<file path="src/rtl/vga_sync_gen.sv">
// 640x480@60 VGA timing generator: counters, registered syncs, active-video flag and frame-start strobe.
// Optional VGA_INTERNAL_TICK_EN: derive the pixel tick from an internal toggle flop instead of pix_tick.
module vga_sync_gen #(
    parameter int unsigned H_DISPLAY = 640,
    parameter int unsigned H_FRONT   = 16,
    parameter int unsigned H_SYNC    = 96,
    parameter int unsigned H_BACK    = 48,
    parameter int unsigned V_DISPLAY = 480,
    parameter int unsigned V_FRONT   = 10,
    parameter int unsigned V_SYNC    = 2,
    parameter int unsigned V_BACK    = 33,
    parameter int unsigned CNT_W     = 10
) (
    input  logic             clk,
    input  logic             clr,
    input  logic             pix_tick,
    output logic             hsync,
    output logic             vsync,
    output logic             video_on,
    output logic [CNT_W-1:0] pixel_x,
    output logic [CNT_W-1:0] pixel_y,
    output logic             frame_start
);

    localparam int unsigned H_TOTAL = H_DISPLAY + H_FRONT + H_SYNC + H_BACK;
    localparam int unsigned V_TOTAL = V_DISPLAY + V_FRONT + V_SYNC + V_BACK;

    localparam logic [CNT_W-1:0] X_LAST   = CNT_W'(H_TOTAL - 1);
    localparam logic [CNT_W-1:0] Y_LAST   = CNT_W'(V_TOTAL - 1);
    localparam logic [CNT_W-1:0] X_VIS    = CNT_W'(H_DISPLAY);
    localparam logic [CNT_W-1:0] Y_VIS    = CNT_W'(V_DISPLAY);
    localparam logic [CNT_W-1:0] HS_START = CNT_W'(H_DISPLAY + H_FRONT);
    localparam logic [CNT_W-1:0] HS_END   = CNT_W'(H_DISPLAY + H_FRONT + H_SYNC - 1);
    localparam logic [CNT_W-1:0] VS_START = CNT_W'(V_DISPLAY + V_FRONT);
    localparam logic [CNT_W-1:0] VS_END   = CNT_W'(V_DISPLAY + V_FRONT + V_SYNC - 1);

    logic             tick_c;
    logic [CNT_W-1:0] x_nxt_c;
    logic [CNT_W-1:0] y_nxt_c;
    logic             hsync_nxt_c;
    logic             vsync_nxt_c;
    logic             video_nxt_c;

`ifdef VGA_INTERNAL_TICK_EN
    // Toggle flop: low on the first edge after clr, high on the second.
    logic tick_q;
    logic unused_pix_tick;

    assign unused_pix_tick = pix_tick;
    assign tick_c          = tick_q;

    always_ff @(posedge clk) begin
        if (clr) begin
            tick_q <= 1'b0;
        end else begin
            tick_q <= ~tick_q;
        end
    end
`else
    assign tick_c = pix_tick;
`endif

    // Next counter position; holds when no tick.
    always_comb begin
        x_nxt_c = pixel_x;
        y_nxt_c = pixel_y;
        if (tick_c) begin
            if (pixel_x == X_LAST) begin
                x_nxt_c = '0;
                y_nxt_c = (pixel_y == Y_LAST) ? '0 : pixel_y + CNT_W'(1);
            end else begin
                x_nxt_c = pixel_x + CNT_W'(1);
            end
        end
    end

    // Decode from the next position so registered flags line up with the registered counters.
    always_comb begin
        hsync_nxt_c = 1'b1;
        vsync_nxt_c = 1'b1;
        video_nxt_c = 1'b0;
        if ((x_nxt_c >= HS_START) && (x_nxt_c <= HS_END)) begin
            hsync_nxt_c = 1'b0;
        end
        if ((y_nxt_c >= VS_START) && (y_nxt_c <= VS_END)) begin
            vsync_nxt_c = 1'b0;
        end
        if ((x_nxt_c < X_VIS) && (y_nxt_c < Y_VIS)) begin
            video_nxt_c = 1'b1;
        end
    end

    // Reset parks the counters on the last position so the first tick lands on (0,0).
    always_ff @(posedge clk) begin
        if (clr) begin
            pixel_x     <= X_LAST;
            pixel_y     <= Y_LAST;
            hsync       <= 1'b1;
            vsync       <= 1'b1;
            video_on    <= 1'b0;
            frame_start <= 1'b0;
        end else begin
            pixel_x     <= x_nxt_c;
            pixel_y     <= y_nxt_c;
            hsync       <= hsync_nxt_c;
            vsync       <= vsync_nxt_c;
            video_on    <= video_nxt_c;
            frame_start <= tick_c && (x_nxt_c == '0) && (y_nxt_c == '0);
        end
    end

endmodule

</file>
<file path="config.mk">
export PLATFORM = sky130hd
export DESIGN_NAME = vga_sync_gen
export DESIGN_NICKNAME = d
export VERILOG_FILES = /design/src/rtl/vga_sync_gen.sv
export SDC_FILE = /design/constraint.sdc
export NUM_CORES = 1
export LEC_CHECK = 0
export ABC_AREA = 1
export CORE_MARGIN = 3
export CORE_UTILIZATION = 47
export CTS_CLUSTER_DIAMETER = 80
export DETAILED_ROUTE_END_ITERATION = 12
export HOLD_SLACK_MARGIN = 0.15
export PLACE_DENSITY = 0.75
export SLEW_MARGIN = 20
export SYNTH_ARGS = -nofsm -noshare
export SYNTH_HDL_FRONTEND = slang
export SYNTH_SLANG_ARGS = --single-unit
</file>
<file path="constraint.sdc">
create_clock -name clk -period 1.5 [get_ports clk]
set_input_delay 0.375 -clock clk [delete_from_list [all_inputs] [get_ports clk]]
set_output_delay 0.375 -clock clk [all_outputs]
set_load 0.1 [all_outputs]
</file>
=== Yosys cells after proc, flatten, opt, wreduce, memory -nomap -nowiden ===
Index checks and enable logic that the tools add are counted.

* Register bits after elaboration: 24
* Bits in latches: 0
* Memory bits (writable): 0
* Memory bits (read-only): 0
* Output and inout port bits: 24
* Logic and storage cells: 31
* Memories kept: 0

* Add/sub/neg operators: 2
* Multiply operators: 0
* Divide/modulo/power cells: 0
* Order comparisons: 6
* Eq/ne operators: 2
* Shifts and indexed selects: 0
* Multiplexer cells: 8
* Bitwise gates (word level): 0
* Reduce and logical (&&, ||, !) cells: 7

{| class="wikitable"
|+ Operators by type and width
! operator !! count
|-
| $mux 10 || 5
|-
| $add 10x1->10 const B || 2
|-
| $eq 10x10->1 const B || 2
|-
| $logic_not 10->1 || 2
|-
| $ge 10x10->1 const B || 1
|-
| $ge 10x9->1 const B || 1
|-
| $le 10x10->1 const B || 1
|-
| $le 10x9->1 const B || 1
|-
| $lt 10x10->1 const B || 1
|-
| $lt 10x9->1 const B || 1
|-
| $logic_and 1x1->1 || 5
|-
| $mux 1 || 3
|}

=== Longest topological paths before layout ===
* Word-level depth: 7
* Depth in mapped cells: 13

=== Least setup slack after synthesis ===
Ideal clock, no wire load.

* Kind: register to register
* Start point: register pixel_x[0]
* End point: register vsync
* Library setup time: 126 ps
* Arrival: 2,331 ps
* Required time: 1,374 ps
* Slack: -957 ps
* Stages on the path, launching flop included: 11
* Clock period less this slack: 2,457 ps
* Path through: dfxtp_1 > ha_1 > nand4_1 > nor2_4 > nand3_1 > nand2_1 > nand3_2 > nand2_2 > nand2_2 > nor2_2 > nand3_1

* Word-level cells in the longest chain between the ends: 6

{| class="wikitable"
|+ RTL lines
! item !! RTL line !! text
|-
| start, declared || 20 || <nowiki>output logic [CNT_W-1:0] pixel_x,</nowiki>
|-
| start signal, assigned || 103 || <nowiki>pixel_x <= x_nxt_c;</nowiki>
|-
| $eq 10x10->1 (*) || 68 || <nowiki>if (pixel_x == X_LAST) begin</nowiki>
|-
| $mux 10 (*) || 68 ||
|-
| $mux 10 (*) || 67 || <nowiki>if (tick_c) begin</nowiki>
|-
| $ge 10x9->1 or $le 10x9->1 (tied branches) || 85 || <nowiki>if ((y_nxt_c >= VS_START) && (y_nxt_c <= VS_END)) begin</nowiki>
|-
| $logic_and 1x1->1 (*) || 85 ||
|-
| $mux 1 (*) || 85 ||
|-
| end signal, assigned || 106 || <nowiki>vsync <= vsync_nxt_c;</nowiki>
|-
| end, declared || 18 || <nowiki>output logic vsync,</nowiki>
|}

Every way passes the cells marked *; elsewhere a longest branch is shown, timed or not.
A chain may end at the register's enable or synchronous reset.

=== Worst setup path after layout ===
* Start point: register pixel_x[1]
* End point: register frame_start

* Word-level cells in the longest chain between the ends: 6

{| class="wikitable"
|+ RTL lines
! item !! RTL line !! text
|-
| $add 10x1->10 or $eq 10x10->1 (tied branches) || 72, 68 ||
|-
| $mux 10 || 68 ||
|-
| $mux 10 || 67 ||
|-
| $logic_not 10->1 || 108 || <nowiki>frame_start <= tick_c && (x_nxt_c == '0) && (y_nxt_c == '0);</nowiki>
|-
| $logic_and 1x1->1 || 108 ||
|-
| $logic_and 1x1->1 (*) || 108 ||
|-
| end signal, assigned || 108 ||
|-
| end, declared || 22 || <nowiki>output logic frame_start</nowiki>
|}

Marks and branches as above.

==> summary.md <==
| Metric | Value |
|---|---|
| Outcome | finished with violations |
| Failing checks | negative setup slack |
| DP Area | 2480 um^2 |
| CTS root buffer | clkbuf_4 |
| Final TNS setup | -2.05 ns |
| Syn nets | 253 |
| Mapped Area | 1560 um^2 |
| Initial Util | 50.4% |
| GPL Wtd Cong | 0.866 |
| Post-synth top area cell | dfxtp_1 |
| Critical path type | flip-flop to flip-flop |
| Number of flops mapped to enable cells by yosys | 0 |
| Worst slew margin | 82.1% |
| GRT overflow | 0 |
| MaxCap Viol Count | 0 |
| Cell repeated most along the worst path | nand2_1 |
| Die area | 4060 um^2 |
| Nets | 325 |
| Leak | 1.34 nW |
| Worst Path Arrival | 2.19 ns |
| Crit end category | flip-flop |
| Count leader, synth | nand2_1 |
| Synth top area cells | dfxtp_1, nand2_1, nand3_1, inv_1, nor2_1 |
| CTS tree | built |
| Total CTS buffers | 3 |
| FF+latch count, synth | 24 |
| Synth Area per Inst | 6.33 um^2 |
| Fin. Hold Viols | 0 |
| Final Cell Area | 2840 um^2 |
| Largest net degree at the start of global routing | 15 |
| Vias in the first global route | 1849 |
| Synthesized instance count | 247 |
| Global-route wire length before repair | 8760 um |
| Crit-path cells | ha_4, buf_4, nand3_1, nor2_2, nand3_1, nand2_1, nand2_1, nand2_1, nand2_1, nor2_1, nand3_1, nor2_1 |
| Vias/cell | 6.03 |
| # rows | 20 |
| Main synth FF type | dfxtp_1 |
| Later-pin clock latency in the skew report | 0.35 ns |
| Worst Setup Start Kind | flip-flop |
| CP Max Fanout | 4 |
| Initial DRC count | 300 |
| Post-Route WL | 6790 um |
| Synth-to-Final Area Change | 81.8% |
| CP delay by family, top | simple AND/OR/NAND/NOR gates |
| Pwr dens | 1050 nW/um^2 |
| Die Span X | 63.7 um |
| # port buffers | 26 |
| TritonCTS sink count | 24 |
| Max rail drop VDD | 0.000744 V |
| I/O pin cnt | 27 |
| DR WL/cell | 18.8 um |
| Tmin final | 1.90 ns |
| DRC | 0 |
| Initial antenna violation count | 0 |
| Die outline height | 63.7 um |
| Share of Yosys cell area claimed by the top area cell type | 30.7% |
| Core area | 3100 um^2 |
| Period utilization | 127% |
| Crit path largest cell delay | 0.39 ns |
| Clock slew at reported path FFs | 0.15 ns |
| Final WS setup | -0.405 ns |
| Least-Margin Pin Slew | 0.268 ns |
| WP buf/inv | 1 |
| Final ANT Viol Nets | 0 |
| Max-slew violations | 0 |
| Skew final | 0.00962 ns |
| H-tree depth | 1 |
| CTS max path bufs | 2 |
| Diodes inserted | 0 |
| Via count | 2183 |
| Worst min path class | flip-flop to flip-flop |
| Share of cells above drive strength 1 | 51.6% |
| Post-detail-place hpwl | 3500 um |
| Unrepaired setup endpoints after global routing | true |
| Synth warnings | 0 |
| Global Route Usage Sum | 27.9% |
| CP max stage cell | dfxtp_4 |
| Pre-antenna DRT Iters | 5 |
| Yosys cell types | 28 |
| Hold Buf Count CTS | 0 |
| Seq/Total Area, Yosys | 30.7% |
| Top cells by count, synth | nand2_1, inv_1, nand3_1 |
| Maximum clock rate | 525 MHz |
| Worst EP required | 1.78 ns |
| Setup Viol. Count Final | 14 |
| Ys async rst share | 0% |
[state kept, by name, summed over array words and instances, names as in the netlist]
name         cells
video_on         1
hsync            1
pixel_y         10
vsync            1
frame_start      1
pixel_x         10
[worst min-delay path: stages, from the launching register on]
cell and delay, ns:
dfxtp_4 0.40, nand2_2 0.08, nand3_4 0.09, nand2_1 0.06
[power breakdown]
part	switching [W]	internal, W
clock	0.000224	0.000271
sequential	0.0000709	0.000696
combinational	0.00109	0.000640
total	0.00138	0.00161
[layout by cell type (no fill, tap or decap), types with 6 or more instances in the layout]
master,n
buf_12,24
buf_4,36
buf_6,11
dfxtp_4,15
inv_1,28
inv_2,6
nand2_1,59
nand2_2,19
nand3_1,21
nand4_1,10
nor2_1,16
nor2_2,6
nor2_4,11
[area by class of cell]
cell class	instances	area (um^2)
clock inverters	1	30.0
inverters	36	138
fillers	130	259
multi-input cells	181	1160
well taps	44	55.1
flip-flops and latches	24	543
clock buffers	3	22.5
repair buffers	73	893
[metrics by stage]
step / hold WS (ns) / worst slack, ns / util (%) / std cells / total power [W]
3_5_place_dp: 0.568 / -0.551 / 80.0 / 352 / 0.00214
6_report: 0.645 / -0.405 / 91.7 / 362 / 0.00299
4_1_cts: 0.589 / -0.151 / 86.0 / 361 / 0.00272
3_3_place_gp: 0.572 / -0.508 / 80.0 / 352 / 0.00211
2_1_floorplan: 0.451 / -0.224 / - / 247 / 0.00164
5_1_grt: 0.673 / -0.450 / 91.7 / 362 / 0.00309
[layer usage]
layer | wire length [um] | global-route usage (%) | part of all wire (%)
met3 | 673 | 3.74 | 9.9
met2 | 3220 | 47.7 | 47
met4 | 336 | 10.5 | 4.9
met1 | 2560 | 35.2 | 38
met5 | 0 | 0 | 0
[path summary, 6_finish.rpt]
kind	from	end	slack [ns]	depth (start not counted)
worst max-delay path	pixel_x[1]	frame_start	-0.40	12
worst max register to register	pixel_x[1]	frame_start	-0.40	12
worst min-delay path	pixel_y[3]	pixel_y[3]	0.65	3
worst min register to register	pixel_y[3]	pixel_y[3]	0.65	3
[repair_timing]
| item | 4_1_cts | 5_1_grt |
|---|---|---|
| pin swaps | 13 | 20 |
| gates resized for setup | 26 | 49 |
| endpoints found under the setup margin | 11 | 17 |
| setup buffers | 5 | 2 |
| gates cloned | 0 | 0 |
[logic make-up after synthesis]
family | count (synthesis) | share of synthesized area [%]
AOI/OAI and AO/OA | 14 | 5.20
xor gates and xnor gates | 3 | 1.68
adders and majority gates | 3 | 2.40
buffers and inverters | 42 | 11.0
DFF | 24 | 30.7
and+or+nand+nor | 161 | 49.0
Note: power is estimated with default switching activity, not from simulation.
